==> src/rtl/snitch_ptw_arbiter.sv <==
// Round-robin arbiter sharing one page table walker among several translation
// requesters, with optional broadcast of a completed walk to matching waiters.

package snitch_ptw_arbiter_pkg;
  // Field-bearing default so the top elaborates stand-alone; integrators pass their own va_t.
  typedef struct packed {
    logic [9:0] vpn1;
    logic [9:0] vpn0;
  } sv32_va_t;
endpackage

module snitch_ptw_arbiter #(
  parameter int unsigned NrReq       = 2,
  parameter int unsigned PPNSize     = 22,
  parameter type         va_t        = snitch_ptw_arbiter_pkg::sv32_va_t,
  parameter type         l0_pte_t    = logic,
  parameter bit          EnableMerge = 1'b1
) (
  input  logic               clk_i,
  input  logic               rst_i,
  input  logic [NrReq-1:0]   req_valid_i,
  output logic [NrReq-1:0]   req_ready_o,
  input  va_t                req_va_i  [NrReq],
  input  logic [PPNSize-1:0] req_ppn_i [NrReq],
  output l0_pte_t            req_pte_o,
  output logic               req_is_4mega_o,
  output logic               ptw_valid_o,
  input  logic               ptw_ready_i,
  output va_t                ptw_va_o,
  output logic [PPNSize-1:0] ptw_ppn_o,
  input  l0_pte_t            ptw_pte_i,
  input  logic               ptw_is_4mega_i
);

  localparam int unsigned IdxW = (NrReq > 1) ? $clog2(NrReq) : 1;

  localparam logic [0:0] StIdle = 1'b0;
  localparam logic [0:0] StWalk = 1'b1;

  logic [0:0]      state_q, state_d;
  logic [IdxW-1:0] grant_q, grant_d;
  logic [IdxW-1:0] rr_q, rr_d;
  logic [IdxW-1:0] winner;
  logic            any_req;
  logic            walk_done;
  int unsigned     cand;

  // First valid requester found scanning upward from rr_q, wrapping at NrReq.
  always_comb begin
    winner  = '0;
    any_req = 1'b0;
    cand    = 0;
    for (int unsigned i = 0; i < NrReq; i++) begin
      cand = (32'(rr_q) + i) % NrReq;
      if (!any_req && req_valid_i[IdxW'(cand)]) begin
        any_req = 1'b1;
        winner  = IdxW'(cand);
      end
    end
  end

  assign walk_done = (state_q == StWalk) && ptw_ready_i && !rst_i;

  always_comb begin
    state_d = state_q;
    grant_d = grant_q;
    rr_d    = rr_q;
    case (state_q)
      StIdle: begin
        if (any_req) begin
          state_d = StWalk;
          grant_d = winner;
        end
      end
      StWalk: begin
        if (ptw_ready_i) begin
          state_d = StIdle;
          rr_d    = IdxW'((32'(grant_q) + 1) % NrReq);
        end
      end
      default: state_d = StIdle;
    endcase
  end

  always_ff @(posedge clk_i) begin
    if (rst_i) begin
      state_q <= StIdle;
      grant_q <= '0;
      rr_q    <= '0;
    end else begin
      state_q <= state_d;
      grant_q <= grant_d;
      rr_q    <= rr_d;
    end
  end

  // Outputs are forced quiet while reset is asserted, even before the state register clears.
  assign ptw_valid_o    = (state_q == StWalk) && !rst_i;
  assign ptw_va_o       = req_va_i[grant_q];
  assign ptw_ppn_o      = req_ppn_i[grant_q];
  assign req_pte_o      = ptw_pte_i;
  assign req_is_4mega_o = ptw_is_4mega_i;

  // A super-page result covers every vpn0, so only vpn1 and the root PPN must agree then.
  always_comb begin
    req_ready_o = '0;
    if (walk_done) begin
      req_ready_o[grant_q] = 1'b1;
      if (EnableMerge) begin
        for (int unsigned j = 0; j < NrReq; j++) begin
          if (IdxW'(j) != grant_q && req_valid_i[IdxW'(j)] &&
              req_ppn_i[j] == ptw_ppn_o &&
              req_va_i[j].vpn1 == ptw_va_o.vpn1 &&
              (ptw_is_4mega_i || req_va_i[j].vpn0 == ptw_va_o.vpn0)) begin
            req_ready_o[IdxW'(j)] = 1'b1;
          end
        end
      end
    end
  end

  for (genvar g = 0; g < NrReq; g++) begin : gen_hold_check
    assert property (@(posedge clk_i) disable iff (rst_i)
      (req_valid_i[g] && !req_ready_o[g]) |=>
      (req_valid_i[g] && $stable(req_va_i[g]) && $stable(req_ppn_i[g])));
  end

endmodule

==> config.mk <==
export PLATFORM = sky130hd
export DESIGN_NAME = snitch_ptw_arbiter
export DESIGN_NICKNAME = d
export VERILOG_FILES = /design/src/rtl/snitch_ptw_arbiter.sv
export SDC_FILE = /design/constraint.sdc
export NUM_CORES = 1
export LEC_CHECK = 0
export CAP_MARGIN = 5
export CORE_MARGIN = 2
export CORE_UTILIZATION = 28
export CTS_BUF_LIST = sky130_fd_sc_hd__clkbuf_8
export DETAILED_ROUTE_END_ITERATION = 7
export PLACE_DENSITY = 0.88
export SLEW_MARGIN = 10
export SYNTH_ARGS = -nofsm -noshare
export SYNTH_HDL_FRONTEND = slang
export SYNTH_SLANG_ARGS = --single-unit
==> constraint.sdc <==
create_clock -name clk_i -period 2 [get_ports clk_i]
set_input_delay 0.3 -clock clk_i [delete_from_list [all_inputs] [get_ports clk_i]]
set_output_delay 0.3 -clock clk_i [all_outputs]
set_load 0.1 [all_outputs]
==> After elaboration in Yosys (flattened, before gate mapping) <==
Index checks and enable logic that the tools add are counted.
{ "word_totals": {"mem_bits_rw": 0, "elab_cells": 60, "mem_bits_ro": 0, "input_bits": 91, "latchBits": 0, "ff_bits": 3, "n_memories": 0, "output_inout_bits": 47} }
{ "classes": {"n_eq_ne": 6, "reduce_logical": 19, "div": 0, "muxes": 22, "add_sub_neg": 2, "shifts": 0, "n_mul": 0, "order_cmp": 5, "bitwise_logic": 3} }
{ "ops": {"columns": ["op", "count"], "rows": [
  ["two-way mux 22 bit", 3],
  ["two-way mux 20 bit", 3],
  ["== test 22 bit", 2],
  ["== test 10 bit", 4],
  ["logical AND 1 bit", 13],
  ["two-way mux 1 bit", 13],
  ["less-than comparator 1 x 2 -> 1 bit, second input constant", 3],
  ["AND reduction 2 bit", 2],
  ["adder 1 bit, second input constant", 2],
  [">= comparator 2 bit, second input constant", 1],
  ["logical NOT 1 bit", 2],
  ["logical OR 1 bit", 2],
  ["two-way mux 2 bit", 1],
  ["inverter 1 bit", 2],
  ["inverter 1 -> 2 bit", 1],
  ["one-hot mux 1 bit (2 select lines)", 1],
  ["demux 1 bit (select 1 bit)", 1],
  [">= comparator 1 bit, second input constant", 1]
]} }

==> Longest topological paths before layout <==
{ "depth": {"word_depth": 10, "depth_mapped": 5, "depth_no_buf": 5} }

==> Least setup slack after synthesis <==
No wires, ideal clock.
{ "synth_timing": {"path_type": "register to output", "start": "reg state_q", "end": "out req_ready_o[1]", "stages_incl_launch_ff": 5, "t_required_ns": 1.700, "path_buffers": 0, "setup_slack_ns": -1.182, "arrival_ns": 2.882, "cell_sequence": "dfxtp_1 inv_1 nor2_1 nand3_1 o21ai_1"} }
{ "synth_via": {"elab_chain_len": 3} }
{ "synth_rtl": {"columns": ["element", "line_no", "text"], "rows": [
  ["start, declared", "40", "logic [0:0] state_q, state_d;"],
  ["start signal, assigned", "87", "state_q <= StIdle;"],
  ["start signal, assigned", "91", "state_q <= state_d;"],
  ["logical AND 1 bit (2 in series)", "62", "assign walk_done = (state_q == StWalk) && ptw_ready_i && !rst_i;"],
  ["two-way mux 2 bit", "107", "if (walk_done) begin"],
  ["end, declared", "22", "output logic [NrReq-1:0] req_ready_o,"]
]} }
Every way passes these cells.

==> Worst setup path in the final report <==
{ "layout_timing": {"start": "in req_va_i[32] (netlist bit)", "end": "out req_ready_o[0]"} }
{ "layout_via": {"elab_chain_len": 8} }
{ "layout_rtl": {"columns": ["element", "line_no", "text"], "rows": [
  ["start, declared", "23", "input va_t req_va_i [NrReq],"],
  ["two-way mux 20 bit (not written as such) (3 in series)", "99", "assign ptw_va_o = req_va_i[grant_q];"],
  ["== test 10 bit (*)", "113", "req_va_i[j].vpn1 == ptw_va_o.vpn1 &&"],
  ["logical AND 1 bit (*)", "112", "req_ppn_i[j] == ptw_ppn_o &&"],
  ["logical AND 1 bit (*)", "113", null],
  ["two-way mux 1 bit (*)", "111", "if (IdxW'(j) != grant_q && req_valid_i[IdxW'(j)] &&"],
  ["two-way mux 2 bit (*)", "107", null]
]} }
Every way passes the cells marked *; elsewhere a longest branch is shown, timed or not. The select of a mux whose other input is x is not followed.

==> flow_summary.ini <==
[status]
status = finished with violations
violations = negative setup slack

[cts]
cts_max_level = 1
cts_buffer_depth = 2
clk_latency_ns = 0.23
cts_tree = yes
cts_root_buf = clkbuf_8
numClockSinks = 3
numCtsBuffers = 3
cts.clk_slew.worst_paths_ns = 0.03

[detailed_routing]
drt_pass1_iterations = 4
viasPerCell = 5.46
drtIter0Drc = 73
avgRoutedWirePerCell_um = 21.4
antenna_left = 0
routed_wl_um = 7730
drc = 0
vias = 1978

[floorplanning]
row_count = 23
die_w_um = 69.9
die_y_um = 69.9
initial_utilization_pct = 29.8
io_pins = 138
core-area_sq_um = 4090
die_area_sq_um = 4890

[timing]
setup_violations = 2
rsz0062_at_grt = true
setup_slack_ns = -0.226
fmax_mhz = 449
period_needed_ns = 2.23
tightest_slew_ns = 0.479
max-slew-margin-rel_pct = 68.1
setup_tns_ns = -0.434
finalMaxSlewViolations = 0
fin_crit_sh_pct = 111
skew_ns = 0.00479
finalHoldViolCount = 0

[placed_design]
pre_cts_ws_ns = -0.650
detailed_place.area_sq_um = 3280
hpwl_um = 5710
gp_congestion = 0.763
portBuffers = 135

[setup_path]
path_class = input port to output port
reg2reg_from = grant_q
setup.worst_path.end = req_ready_o[0]
start_kind = input port
reg2reg_to = rr_q
path_max_fanout = 2
required_ns = 1.70
worstPathArrival_ns = 1.93
reg2regPathDepth = 4
cp-startpoint = req_va_i[32]
cp-end-kind = output port
r2r_setup_slack_ns = 0.77

[global_route]
track_usage_pct = 25.2
antenna_found_initial = 1
grt_max_degree = 19
grt_pass1_vias = 2111
overflow = 0
grt_pass1_wl_um = 9800

[synthesis]
ys_types = 37
synth_area_leader_cell = mux2_1
yosys_warnings = 0
synthCells = 151
yosysSeqAreaShare_pct = 4.93
synthArstFlopShare_pct = 0
syn-num-nets = 242
synth_top_area_share_pct = 22.2
synth_area_sq_um = 1220
synth_edf_count = 0
ys_ff_latch = 3
synth_ff_type = dfxtp_1
synthTopCellsByArea = mux2_1 22%, mux2_2 12%, xnor2_1 12%
syn_avg_cell_area_sq_um = 8.06

[power_and_ir_drop]
power.density_nw_per_um2 = 476
leakage_uw = 0.00183
vdd_drop_max_mv = 0.332

[flow_run]
maxCapViolations = 0

[final_layout]
nets = 403
layout_commonest_cell = buf_12
area_growth_pct = 193
mostFrequentLayoutCells = 48 x buf_12, 37 x dlymetal6s2s_1, 27 x buf_4
layout-drive-gt1-share_pct = 48.9
fin_area_sq_um = 3560
fin_util_pct = 87.2

[hold_path]
hold_class = input port to register
## power by group
| part | total, uW | switching, uW | internal (uW) |
|---|---|---|---|
| Sequential | 77.4 | 11.9 | 65.4 |
| Combinational | 1440 | 858 | 579 |
| Clock | 183 | 51.5 | 132 |
## cell type report
cell class	instances	area [sq um]
repair buffers	164	2070
multi-input cells	127	1270
fillers	173	523
flip-flops and latches	3	62.6
well taps	50	62.6
inverters	13	48.8
clock buffers	3	41.3
clock inverters	1	3.75
diodes	1	2.50
## worst min-delay path by stage
stage / startpoint / end / slack (ns) / cells after the start
2_1_floorplan: rst_i / grant_q / 0.37 / 1
4_1_cts: rst_i / grant_q / 0.52 / 3
3_5_place_dp: rr_q / rr_q / 0.49 / 2
3_3_place_gp: rr_q / rr_q / 0.47 / 2
5_1_grt: ptw_ready_i / state_q / 0.43 / 3
6_report: ptw_ready_i / state_q / 0.40 / 3
## worst max-delay path, cell delays in order
cell and delay (ns):
clkdlybuf4s15_1 0.22, xnor2_1 0.23, nand4_1 0.19, nor4_4 0.32, nand4_1 0.14, buf_4 0.18
o21ai_4 0.16, buf_12 0.19
## layer usage
| metal | track usage [%] | vias up | routed length (um) | share of wire (%) |
|---|---|---|---|---|
| li1 | - | 870 | - | - |
| met5 | 0 | - | 0 | 0 |
| met2 | 50.8 | 137 | 4120 | 53 |
| met3 | 9.09 | 36 | 753 | 9.7 |
| met4 | 9.62 | 0 | 411 | 5.3 |
| met1 | 22.4 | 935 | 2450 | 32 |
## synth_stat cells, types with 4 or more instances
master,count
inv_1,11
nand4_1,4
mux2_1,24
nor4_1,5
xor2_1,10
mux2_2,13
clkbuf_1,4
xnor2_1,16
o21ai_1,7
nand2_1,8
nand2b_1,9
## cell families after synthesis
logic type             count (synthesis)  synth area share (%)
flip-flops                             3                  4.93
XOR/XNOR                              26                  18.7
AO/OA/AOI/OAI                         24                  14.0
AND/OR/NAND/NOR                       40                  19.5
multiplexers                          37                  34.2
buffers and inverters                 21                  8.63
## registers in the layout, indices dropped and copies added (netlist names)
name	cells
rr_q	1
grant_q	1
state_q	1
## through the flow
stage,hold slack (ns),total power [uW],std cells
after floorplan,0.369,847,151
after global placement,0.468,1450,352
after detailed placement,0.485,1480,352
after CTS,0.518,1640,359
after global routing,0.435,1740,362
final,0.403,1700,362
## timing repair
item,4_1_cts,5_1_grt
buffers inserted,3,2
hold buffers,0,0
endpoints found under the setup margin,2,2
gates resized for setup,65,101
pin swaps,20,31
(Power assumes the default switching activity.)
